**config.mk**
```make
export PLATFORM = sky130hd
export DESIGN_NAME = rgb_led_ctrl
export DESIGN_NICKNAME = d
export VERILOG_FILES = /design/src/rtl/led_ctrl_pkg.sv /design/src/rtl/led_chan.sv /design/src/rtl/rgb_led_ctrl.sv
export SDC_FILE = /design/constraint.sdc
export NUM_CORES = 1
export LEC_CHECK = 0
export CAP_MARGIN = 15
export CORE_ASPECT_RATIO = 1.4
export CORE_UTILIZATION = 35
export DETAILED_ROUTE_END_ITERATION = 16
export PLACE_DENSITY = 0.62
export RECOVER_POWER = 50
export SLEW_MARGIN = 25
export SYNTH_ARGS = -nofsm -noshare
export SYNTH_HDL_FRONTEND = slang
export SYNTH_SLANG_ARGS = --single-unit
export TNS_END_PERCENT = 5
```
**constraint.sdc**
```tcl
create_clock -name clk -period 4 [get_ports clk]
set_input_delay 0.8 -clock clk [delete_from_list [all_inputs] [get_ports clk]]
set_output_delay 0.8 -clock clk [all_outputs]
set_load 0.005 [all_outputs]
```
**src/rtl/led_ctrl_pkg.sv**
```systemverilog
// rtl/led_ctrl_pkg.sv - shared mode encoding for the RGB LED controller
package led_ctrl_pkg;

    localparam int MODE_W = 2;

    typedef enum logic [MODE_W-1:0] {
        MODE_OFF   = 2'b00,
        MODE_ON    = 2'b01,
        MODE_BLINK = 2'b10,
        MODE_PWM   = 2'b11
    } led_mode_t;

endpackage

```
**src/rtl/led_chan.sv**
```systemverilog
// rtl/led_chan.sv - one LED channel: active mode/duty, lit mux, registered drive
module led_chan
    import led_ctrl_pkg::*;
#(
    parameter int PWM_W      = 8,
    parameter bit ACTIVE_LOW = 1'b1
) (
    input  logic              clk,
    input  logic              rst,
    input  logic              i_commit,
    input  logic [1:0]        i_mode,
    input  logic [PWM_W-1:0]  i_duty,
    input  logic [PWM_W-1:0]  i_pwm_cnt,
    input  logic              i_blink_ph,
    output logic              o_led
);

    led_mode_t         r_mode;
    logic [PWM_W-1:0]  r_duty;
    logic              w_lit;

    // Active settings only move at the period boundary, so PWM never glitches.
    always_ff @(posedge clk) begin
        if (rst) begin
            r_mode <= MODE_OFF;
            r_duty <= '0;
        end else if (i_commit) begin
            r_mode <= led_mode_t'(i_mode);
            r_duty <= i_duty;
        end
    end

    always_comb begin
        w_lit = 1'b0;
        case (r_mode)
            MODE_OFF:   w_lit = 1'b0;
            MODE_ON:    w_lit = 1'b1;
            MODE_BLINK: w_lit = i_blink_ph;
            MODE_PWM:   w_lit = (i_pwm_cnt < r_duty);
            default:    w_lit = 1'b0;
        endcase
    end

    always_ff @(posedge clk) begin
        if (rst) begin
            o_led <= ACTIVE_LOW;
        end else begin
            o_led <= w_lit ^ ACTIVE_LOW;
        end
    end

endmodule

```
**src/rtl/rgb_led_ctrl.sv**
```systemverilog
// rtl/rgb_led_ctrl.sv - multi-channel LED driver: shared counters, pending config, handshake
module rgb_led_ctrl
    import led_ctrl_pkg::*;
#(
    parameter int NUM_CH     = 3,
    parameter int PWM_W      = 8,
    parameter int BLINK_CYC  = 20000000,
    parameter bit ACTIVE_LOW = 1'b1,
    localparam int CH_W      = (NUM_CH > 1) ? $clog2(NUM_CH) : 1
) (
    input  logic               clk,
    input  logic               rst,
    input  logic               cfg_valid,
    output logic               cfg_ready,
    input  logic [CH_W-1:0]    cfg_ch,
    input  logic [1:0]         cfg_mode,
    input  logic [PWM_W-1:0]   cfg_duty,
    output logic [NUM_CH-1:0]  led
);

    localparam int               BLK_W    = (BLINK_CYC > 1) ? $clog2(BLINK_CYC) : 1;
    localparam logic [PWM_W-1:0] PWM_MAX  = '1;
    localparam logic [BLK_W-1:0] BLK_MAX  = BLK_W'(BLINK_CYC - 1);
    localparam logic [CH_W:0]    NUM_CH_L = (CH_W + 1)'(NUM_CH);

    logic [PWM_W-1:0]  r_pwm_cnt;
    logic [BLK_W-1:0]  r_blink_cnt;
    logic              r_blink_ph;
    logic              r_pend;
    logic [CH_W-1:0]   r_pend_ch;
    logic [1:0]        r_pend_mode;
    logic [PWM_W-1:0]  r_pend_duty;
    logic              w_xfer;
    logic              w_ch_ok;
    logic              w_commit;

    // Counters free-run regardless of configuration traffic.
    always_ff @(posedge clk) begin
        if (rst) begin
            r_pwm_cnt   <= '0;
            r_blink_cnt <= '0;
            r_blink_ph  <= 1'b1;
        end else begin
            r_pwm_cnt <= r_pwm_cnt + 1'b1;
            if (r_blink_cnt == BLK_MAX) begin
                r_blink_cnt <= '0;
                r_blink_ph  <= ~r_blink_ph;
            end else begin
                r_blink_cnt <= r_blink_cnt + 1'b1;
            end
        end
    end

    assign cfg_ready = ~r_pend;
    assign w_xfer    = cfg_valid && cfg_ready;
    assign w_ch_ok   = ({1'b0, cfg_ch} < NUM_CH_L);
    assign w_commit  = r_pend && (r_pwm_cnt == PWM_MAX);

    // A request taken in the last period cycle has r_pend=0 then, so it waits a full period.
    always_ff @(posedge clk) begin
        if (rst) begin
            r_pend      <= 1'b0;
            r_pend_ch   <= '0;
            r_pend_mode <= MODE_OFF;
            r_pend_duty <= '0;
        end else if (w_commit) begin
            r_pend <= 1'b0;
        end else if (w_xfer && w_ch_ok) begin
            r_pend      <= 1'b1;
            r_pend_ch   <= cfg_ch;
            r_pend_mode <= cfg_mode;
            r_pend_duty <= cfg_duty;
        end
    end

    for (genvar gi = 0; gi < NUM_CH; gi++) begin : g_chan
        logic w_sel;
        assign w_sel = w_commit && (r_pend_ch == CH_W'(gi));

        led_chan #(
            .PWM_W      (PWM_W),
            .ACTIVE_LOW (ACTIVE_LOW)
        ) u_chan (
            .clk        (clk),
            .rst        (rst),
            .i_commit   (w_sel),
            .i_mode     (r_pend_mode),
            .i_duty     (r_pend_duty),
            .i_pwm_cnt  (r_pwm_cnt),
            .i_blink_ph (r_blink_ph),
            .o_led      (led[gi])
        );
    end

endmodule

```
======== Word-level counts from Yosys, hierarchy flattened ========
Index checks and enable logic that the tools add are counted.
cells by class
  $add $sub $neg .......................... 2
  $lt $le $gt $ge ......................... 4
  eq/ne operators ......................... 13
  multiplexer cells ....................... 3
  bitwise gates (word level) .............. 6
  reductions and logical operators ........ 13
operators by type and width
  cell                   number
  $add 25x1->25 const B  1
  $eq 25x25->1 const B   1
  $lt 8x8->1             3
  $eq 2x2->1 const B     7
  $pmux 1 s4             3
  $add 8x1->8 const B    1
  $eq 2x1->1 const B     4
  $eq 8x8->1 const B     1
  $logic_not 2->1        4
  $logic_and 1x1->1      6
  $not 1->1              6
  $reduce_or 2->1        2
  $lt 2x2->1 const B     1
  $reduce_and 2->1       1
storage, ports and cells
  register bits after elaboration ......... 80
  output and inout bits ................... 4
  word-level logic and storage cells ...... 57

======== Longest topological paths before layout ========
Gate-level depths: netlist of run 1.
  word-level depth ........................ 4
  depth in mapped cells ................... 8
  depth with buffers taken out ............ 6

======== Cells and area by module ========
A second synthesis of run 1 with hierarchy kept.
unflattened totals
  cells, all modules ...................... 407
  area total of the unflattened synthesis .. 3741.1 um2
modules (own cells, without submodules)
  module        instances  cells an instance  area an instance (um2)  seq. area each (um2)
  rgb_led_ctrl  1          221                1999.4                  940.9
  led_chan      3          62                 580.6                   220.2

======== Least setup slack after synthesis of run 1 ========
No wires, ideal clock.
  path kind ............................... input -> register
  start point ............................. input cfg_ch[0]
  end point ............................... register r_pend_ch[0]
  data arrival time ....................... 1.693 ns
  path slack .............................. 2.179 ns
  stages on the path ...................... 6
  buffers on the path ..................... 2
  cell sequence ........................... nand2_1 > and3_1 > clkbuf_1 > buf_2 > mux2i_1 > nor2_1
between the ends
  word-level cells in the longest chain between the ends .. 3
ends and longest elaborated chain
  item                        line                text
  start, declared             rgb_led_ctrl.sv:15  input logic [CH_W-1:0] cfg_ch,
  $lt 2x2->1                  rgb_led_ctrl.sv:56  assign w_ch_ok = ({1'b0, cfg_ch} < NUM_CH_L);
  $logic_and 1x1->1           rgb_led_ctrl.sv:68  end else if (w_xfer && w_ch_ok) begin
  $reduce_and 2->1 (no line)  n/a
  end signal, assigned        rgb_led_ctrl.sv:70  r_pend_ch <= cfg_ch;
  end, declared               rgb_led_ctrl.sv:30  logic [CH_W-1:0] r_pend_ch;
Parallel ways exist; a longest one is shown, timed or not.
A chain may end at the register's enable or synchronous reset.

==> flow_metrics.py, run 1 <==
metrics = {
    "status": {
        "status": "finished, violations left",
        "violations": "capacitance limit, slew limit",
    },
    "logic_synthesis": {
        "synth_warnings": 0,
        "seq_area_frac_synth": 0.428,
        "synth-edff-count": 0,
        "synthTopCellsByArea": "dfxtp_1, mux2i_1, nor2_1",
        "synthCells": 407,
        "syn_avg_cell_area_sq_um": 9.20,
        "synth_most_common_cell": "nor2_1",
        "syn_nets": 445,
        "synth_top_cell_by_area": "dfxtp_1",
        "synth-seq-cells": 80,
        "synth_top_area_frac": 0.428,
        "synth_commonest_cells": "nor2_1, dfxtp_1, mux2i_1",
        "synth_ff_type": "dfxtp_1",
        "synthArstFlopShare": 0,
        "netlist_area_sq_mm": 0.00374,
        "yosysUniqueCellTypes": 34,
    },
    "global_routing": {
        "grt_pass1_vias": 2605,
        "grt_max_degree": 60,
        "antenna_found_initial": 0,
        "grt_use_total": 0.151,
        "grt_pass1_wl_microns": 12600,
        "grt_remaining_overflow": 0,
    },
    "worst_setup_path": {
        "critical-path-top-delay-family": "buffers and inverters",
        "critPathLaunchType": "input port",
        "cp.depth": 4,
        "crit_arrival_ns": 3.13,
        "cpMostUsedCell": "clkbuf_1",
        "worst_setup_path_end_kind": "flip-flop",
        "crit_chain": "clkbuf_1, clkbuf_1, nor3b_1, a31oi_1",
        "slowest_delay_ns": 1.76,
        "path_class": "in2reg",
        "cp_max_fo": 59,
        "cp_num_buf_inv": 2,
        "slowest_stage": "clkbuf_1",
        "reg2reg_depth": 5,
        "crit_required_ns": 4.26,
    },
    "layout": {
        "multi_input_area_sq_mm": 0.00192,
        "syn2layout_area_growth_pct": 14.4,
        "layout.nets": 455,
        "diodes": 0,
        "layout-drive-gt1-share": 0.0521,
        "regArea_sq_mm": 0.00160,
        "fin_cells": 560,
        "fillers": 1021,
    },
    "worst_hold_path": {
        "hp-class": "reg2reg",
        "hold_depth": 1,
    },
    "clock_tree": {
        "cts_tree": "built",
        "cts_resized": 0,
        "cts_setup_buffers": 0,
        "holdBufCountCts": 0,
        "clock-sinks": 80,
        "clk_pin_slew_worst_paths_ns": 0.06,
        "h-tree-depth": 3,
        "clkLatencyLatePin_ns": 0.34,
        "clockRootBuffer": "clkbuf_16",
        "clock_path_buffers": 2,
        "cts_made_buffers": 9,
    },
    "route": {
        "vias": 2670,
        "vias_per_cell": 4.77,
        "drc_errors": 0,
        "avgRoutedWirePerCell_microns": 13.2,
        "antenna_left": 0,
        "drtPass1Iterations": 4,
        "dr.first_iter.drc_count": 151,
        "wl_microns": 7370,
    },
    "placed_design": {
        "gp_congestion": 0.818,
        "dp_hpwl_microns": 5250,
        "place_inst": 544,
        "portBuffers": 18,
    },
    "timing": {
        "min_period_ns": 2.87,
        "fin_crit_sh": 0.717,
        "fin_setup_tns_ns": 0,
        "fmax_ghz": 0.349,
        "rsz0062_at_grt": "no",
        "slew_headroom": -0.629,
        "worst_pin_slew_ns": 2.44,
        "maxSlewViolCount": 60,
        "finalSetupViolCount": 0,
        "hold_viol_final": 0,
        "fin_skew_ns": 0.00509,
    },
    "floorplan": {
        "fp.coreArea_sq_mm": 0.0104,
        "fp-row-count": 44,
        "dieArea_sq_mm": 0.0111,
        "start_util": 0.360,
        "die_h_microns": 124,
        "io_pins": 19,
        "die_w_microns": 89.4,
    },
    "run": {
        "cap_violations": 1,
    },
    "pwr": {
        "power.density_mw_per_mm2": 407,
        "p_leak_nw": 1.69,
        "vdd_drop_max_uv": 212,
    },
}
==> layout by cell type, fill, tap and decap left out, types with 5 or more instances in the layout <==
cell             synthesis  routed
nor2_1                  87      87
clkdlybuf4s50_1          0      13
and4_1                   5       5
clkbuf_16                0       9
nand3_1                 19      19
xor2_1                  16      16
a21oi_1                  7       7
dfxtp_1                 80      80
inv_1                   28      28
and3_1                  13      13
mux2i_1                 42      42
nand2_1                  8       8
ha_1                    23      23
xnor2_1                 14      14
o21ai_0                 12      12
==> flip-flops by register name, indices dropped and copies added (netlist names) <==
signal and count:
r_blink_cnt 25, g_chan.u_chan.r_duty 24, r_pend_duty 8, r_pwm_cnt 8
g_chan.u_chan.r_mode 6, g_chan.u_chan.o_led 3, r_pend_ch 2, r_pend_mode 2
r_blink_ph 1, r_pend 1
==> final timing paths <==
check	start	end	slack, ns
worst max register to register	r_blink_cnt[0]	r_blink_cnt[7]	1.39
worst min-delay path	r_blink_cnt[0]	r_blink_cnt[0]	0.49
worst min register to register	r_blink_cnt[0]	r_blink_cnt[0]	0.49
worst max-delay path	rst	g_chan[2].u_chan.o_led	1.13
==> per-stage QoR <==
stage / hold WS, ns / util / power (W) / instance area, sq um / setup slack, ns
after global placement: 0.470 / 0.383 / 0.000923 / 3980 / 1.57
after detailed placement: 0.473 / 0.383 / 0.000926 / 3980 / 1.50
after floorplan: 0.445 / - / 0.000894 / 3740 / 2.18
final: 0.487 / 0.412 / 0.00174 / 4280 / 1.13
after CTS: 0.488 / 0.413 / 0.00177 / 4290 / 1.66
after global routing: 0.527 / 0.412 / 0.00181 / 4280 / 0.863
==> metal layers <==
| metal | track usage | up-vias | wire, microns |
|---|---|---|---|
| met2 | 0.245 | 31 | 3760 |
| met5 | 0 | - | 0 |
| met1 | 0.179 | 1254 | 3250 |
| met3 | 0.0444 | 10 | 209 |
| li1 | - | 1375 | - |
| met4 | 0.0682 | 0 | 155 |
==> power breakdown <==
part | switching [W] | leakage [nW] | total, W | internal (W)
Sequential | 0.0000183 | 0.648 | 0.000829 | 0.000811
Clock | 0.000321 | 0.141 | 0.000838 | 0.000517
Combinational | 0.0000409 | 0.901 | 0.0000777 | 0.0000368
Total | 0.000380 | 1.69 | 0.00174 | 0.00136
==> cell type report <==
cell class / count / area share
tap: 138 / 0.0403
clock inverter: 4 / 0.0123
clock buffer: 12 / 0.0599
timing repair buffer: 19 / 0.0415
sequential: 80 / 0.374
inverter: 28 / 0.0245
multi-input combinational: 279 / 0.448
==> cell families (layout without fill, tap and decap cells) <==
| kind of cell | Yosys count | after routing | share of synthesized area |
|---|---|---|---|
| simple gates | 159 | 159 | 0.215 |
| buf+inv | 48 | 63 | 0.0591 |
| flops | 80 | 80 | 0.428 |
| mux | 45 | 45 | 0.121 |
| xor+xnor | 30 | 30 | 0.0702 |
| compound gates | 22 | 22 | 0.0304 |
| fa+ha+maj | 23 | 23 | 0.0768 |
(Power assumes the default switching activity.)
==> inputs of run 2 (changes only) <==
clock period = 2.9 ns   (was 4 ns; I/O delays follow)
==> run 2 against run 1 <==
  * The flow now finishes without violations
  * Global-route usage decreased by 0.42 points
  * Clock skew increased by 0.0026 ns
  * Via count increased by 1.0%
  * Power increased by 42%
  * Sequential share of layout area decreased by 0.38 points
  * Final cell count increased by 0.89%
  * Cell area increased by 1.0%
  * Core utilization increased by 0.42 points
  * First-iteration DRC count decreased by 11%
  * Highest routed layer unchanged
==> flow_metrics.py, run 2 (same netlist as run 1, synthesis figures left out) <==
metrics = {
    "status": {
        "status": "finished, final reports clean",
    },
    "clock_tree": {
        "cts_resized": 0,
        "clk_pin_slew_worst_paths_ns": 0.06,
        "cts_setup_buffers": 0,
        "clockRootBuffer": "clkbuf_16",
        "cts_made_buffers": 9,
        "cts_tree": "built",
        "h-tree-depth": 3,
        "clock_path_buffers": 2,
        "holdBufCountCts": 0,
        "clock-sinks": 80,
        "clkLatencyLatePin_ns": 0.33,
    },
    "layout": {
        "finalInstanceArea_sq_mm": 0.00433,
        "layout_commonest_cell": "nor2_1",
        "layout-drive-gt1-share": 0.0562,
        "reg_top3": "r_blink_cnt x25, g_chan.u_chan.r_duty x24",
        "fillers": 1015,
        "fin_cells": 565,
        "top_register": "r_blink_cnt",
        "diodes": 0,
        "layout.nets": 460,
        "final_cell_mix": "nor2_1, dfxtp_1, mux2i_1",
        "syn2layout_area_growth_pct": 15.5,
        "largest_reg_flops": 25,
    },
    "timing": {
        "hold_viol_final": 0,
        "fmax_ghz": 0.434,
        "maxSlewViolCount": 0,
        "rsz0062_at_grt": "no",
        "worst_pin_slew_ns": 1.41,
        "fin_skew_ns": 0.00772,
        "finalSetupViolCount": 0,
        "slew_headroom": 0.0629,
        "fin_crit_sh": 0.795,
        "fin_setup_tns_ns": 0,
        "min_period_ns": 2.30,
    },
    "route": {
        "drtPass1Iterations": 4,
        "avgRoutedWirePerCell_microns": 12.8,
        "antenna_left": 0,
        "wl_microns": 7230,
        "vias_per_cell": 4.77,
        "dr.first_iter.drc_count": 135,
        "drc_errors": 0,
        "vias": 2697,
    },
    "floorplan": {
        "die_h_microns": 124,
        "start_util": 0.360,
        "die_w_microns": 89.4,
        "dieArea_sq_mm": 0.0111,
        "io_pins": 19,
        "fp.coreArea_sq_mm": 0.0104,
        "fp-row-count": 44,
    },
    "global_routing": {
        "use_met2": 0.234,
        "grt_use_total": 0.146,
        "grt_pass1_wl_microns": 12600,
        "grt_use_met1": 0.188,
        "gr-usage-met3": 0.0258,
        "grt_remaining_overflow": 0,
        "grt-busiest-layer": "met2",
        "grt_pass1_vias": 2621,
        "grt_max_degree": 34,
        "antenna_found_initial": 0,
    },
    "worst_hold_path": {
        "hold_depth": 2,
        "hp-class": "reg2reg",
        "min_from": "g_chan[2].u_chan.r_duty[1]",
        "hold_end": "g_chan[2].u_chan.r_duty[1]",
    },
    "pwr": {
        "power.density_mw_per_mm2": 571,
        "vdd_drop_max_uv": 297,
        "p_leak_nw": 1.72,
    },
    "worst_setup_path": {
        "cp_max_fo": 13,
        "r2r_start": "r_pwm_cnt[2]",
        "crit_required_ns": 3.06,
        "path_class": "in2reg",
        "r2r_slack_ns": 0.83,
        "critPathLaunchType": "input port",
        "worst_setup_path_end_kind": "flip-flop",
        "crit_arrival_ns": 2.47,
        "reg2reg_depth": 6,
        "reg2reg_to": "g_chan[0].u_chan.r_mode[1]",
    },
    "placed_design": {
        "place_area_sq_mm": 0.00402,
        "portBuffers": 18,
        "place_inst": 549,
        "gp_congestion": 0.792,
        "dp_hpwl_microns": 5210,
    },
    "run": {
        "cap_violations": 0,
    },
}
-- run 2: cell count changes in the layout (fill, tap and decap cells not counted) --
cell | before | now
buf_4 | 0 | 3
clkbuf_1 | 3 | 6
clkinvlp_4 | 3 | 1
bufinv_16 | 1 | 2
clkbuf_8 | 2 | 1
inv_6 | 0 | 1
or2_0 | 1 | 0
or2_1 | 0 | 1
-- run 2: final cells by class --
cell class	count	area (sq um)	area share
clock buffer	12	246	0.0570
clock inverter	4	76.3	0.0176
inverter	28	105	0.0243
multi-input combinational	279	1920	0.443
sequential	80	1600	0.370
tap	138	173	0.0399
timing repair buffer	24	208	0.0480
-- run 2: power by group --
part           internal (W)  leakage (nW)  total (W)  switching [W]
clock              0.000781         0.153    0.00121       0.000433
sequential          0.00112         0.648    0.00114      0.0000247
combinational     0.0000539         0.920   0.000112      0.0000585
total               0.00195          1.72    0.00247       0.000517
-- run 2: worst max path at each step --
stage	start	to	slack, ns
2_1_floorplan	cfg_ch[0]	r_pend_ch[0]	1.30
3_3_place_gp	r_pwm_cnt[1]	g_chan[2].u_chan.r_duty[0]	0.92
3_5_place_dp	r_pwm_cnt[1]	g_chan[2].u_chan.r_duty[7]	0.88
4_1_cts	r_pwm_cnt[1]	g_chan[2].u_chan.r_duty[7]	0.87
5_1_grt	cfg_ch[0]	r_pend_duty[3]	0.43
6_report	cfg_ch[0]	r_pend_duty[2]	0.60
-- run 2: worst max-delay path, cell delays in order --
cell and delay [ns]:
dlygate4sd3_1 0.55, nand2_1 0.07, and3_1 0.14, clkbuf_1 0.80, mux2i_1 0.27, nor2_1 0.06
-- run 2: metal layers --
layer  share of wire  vias to the layer above  routed length (microns)
met5               0                        -                        0
met4           0.023                        0                      163
met3           0.019                       10                      134
met2            0.49                       25                     3530
met1            0.47                     1273                     3400
li1                -                     1389                        -
-- run 2: metrics by stage --
| step | hold WS [ns] | worst slack [ns] | power [W] | utilization |
|---|---|---|---|---|
| after detailed placement | 0.482 | 0.876 | 0.00128 | 0.386 |
| after global placement | 0.475 | 0.922 | 0.00128 | 0.386 |
| after global routing | 0.525 | 0.432 | 0.00256 | 0.416 |
| after CTS | 0.498 | 0.870 | 0.00250 | 0.418 |
| final | 0.492 | 0.596 | 0.00247 | 0.416 |
| after floorplan | 0.445 | 1.30 | 0.00123 | - |
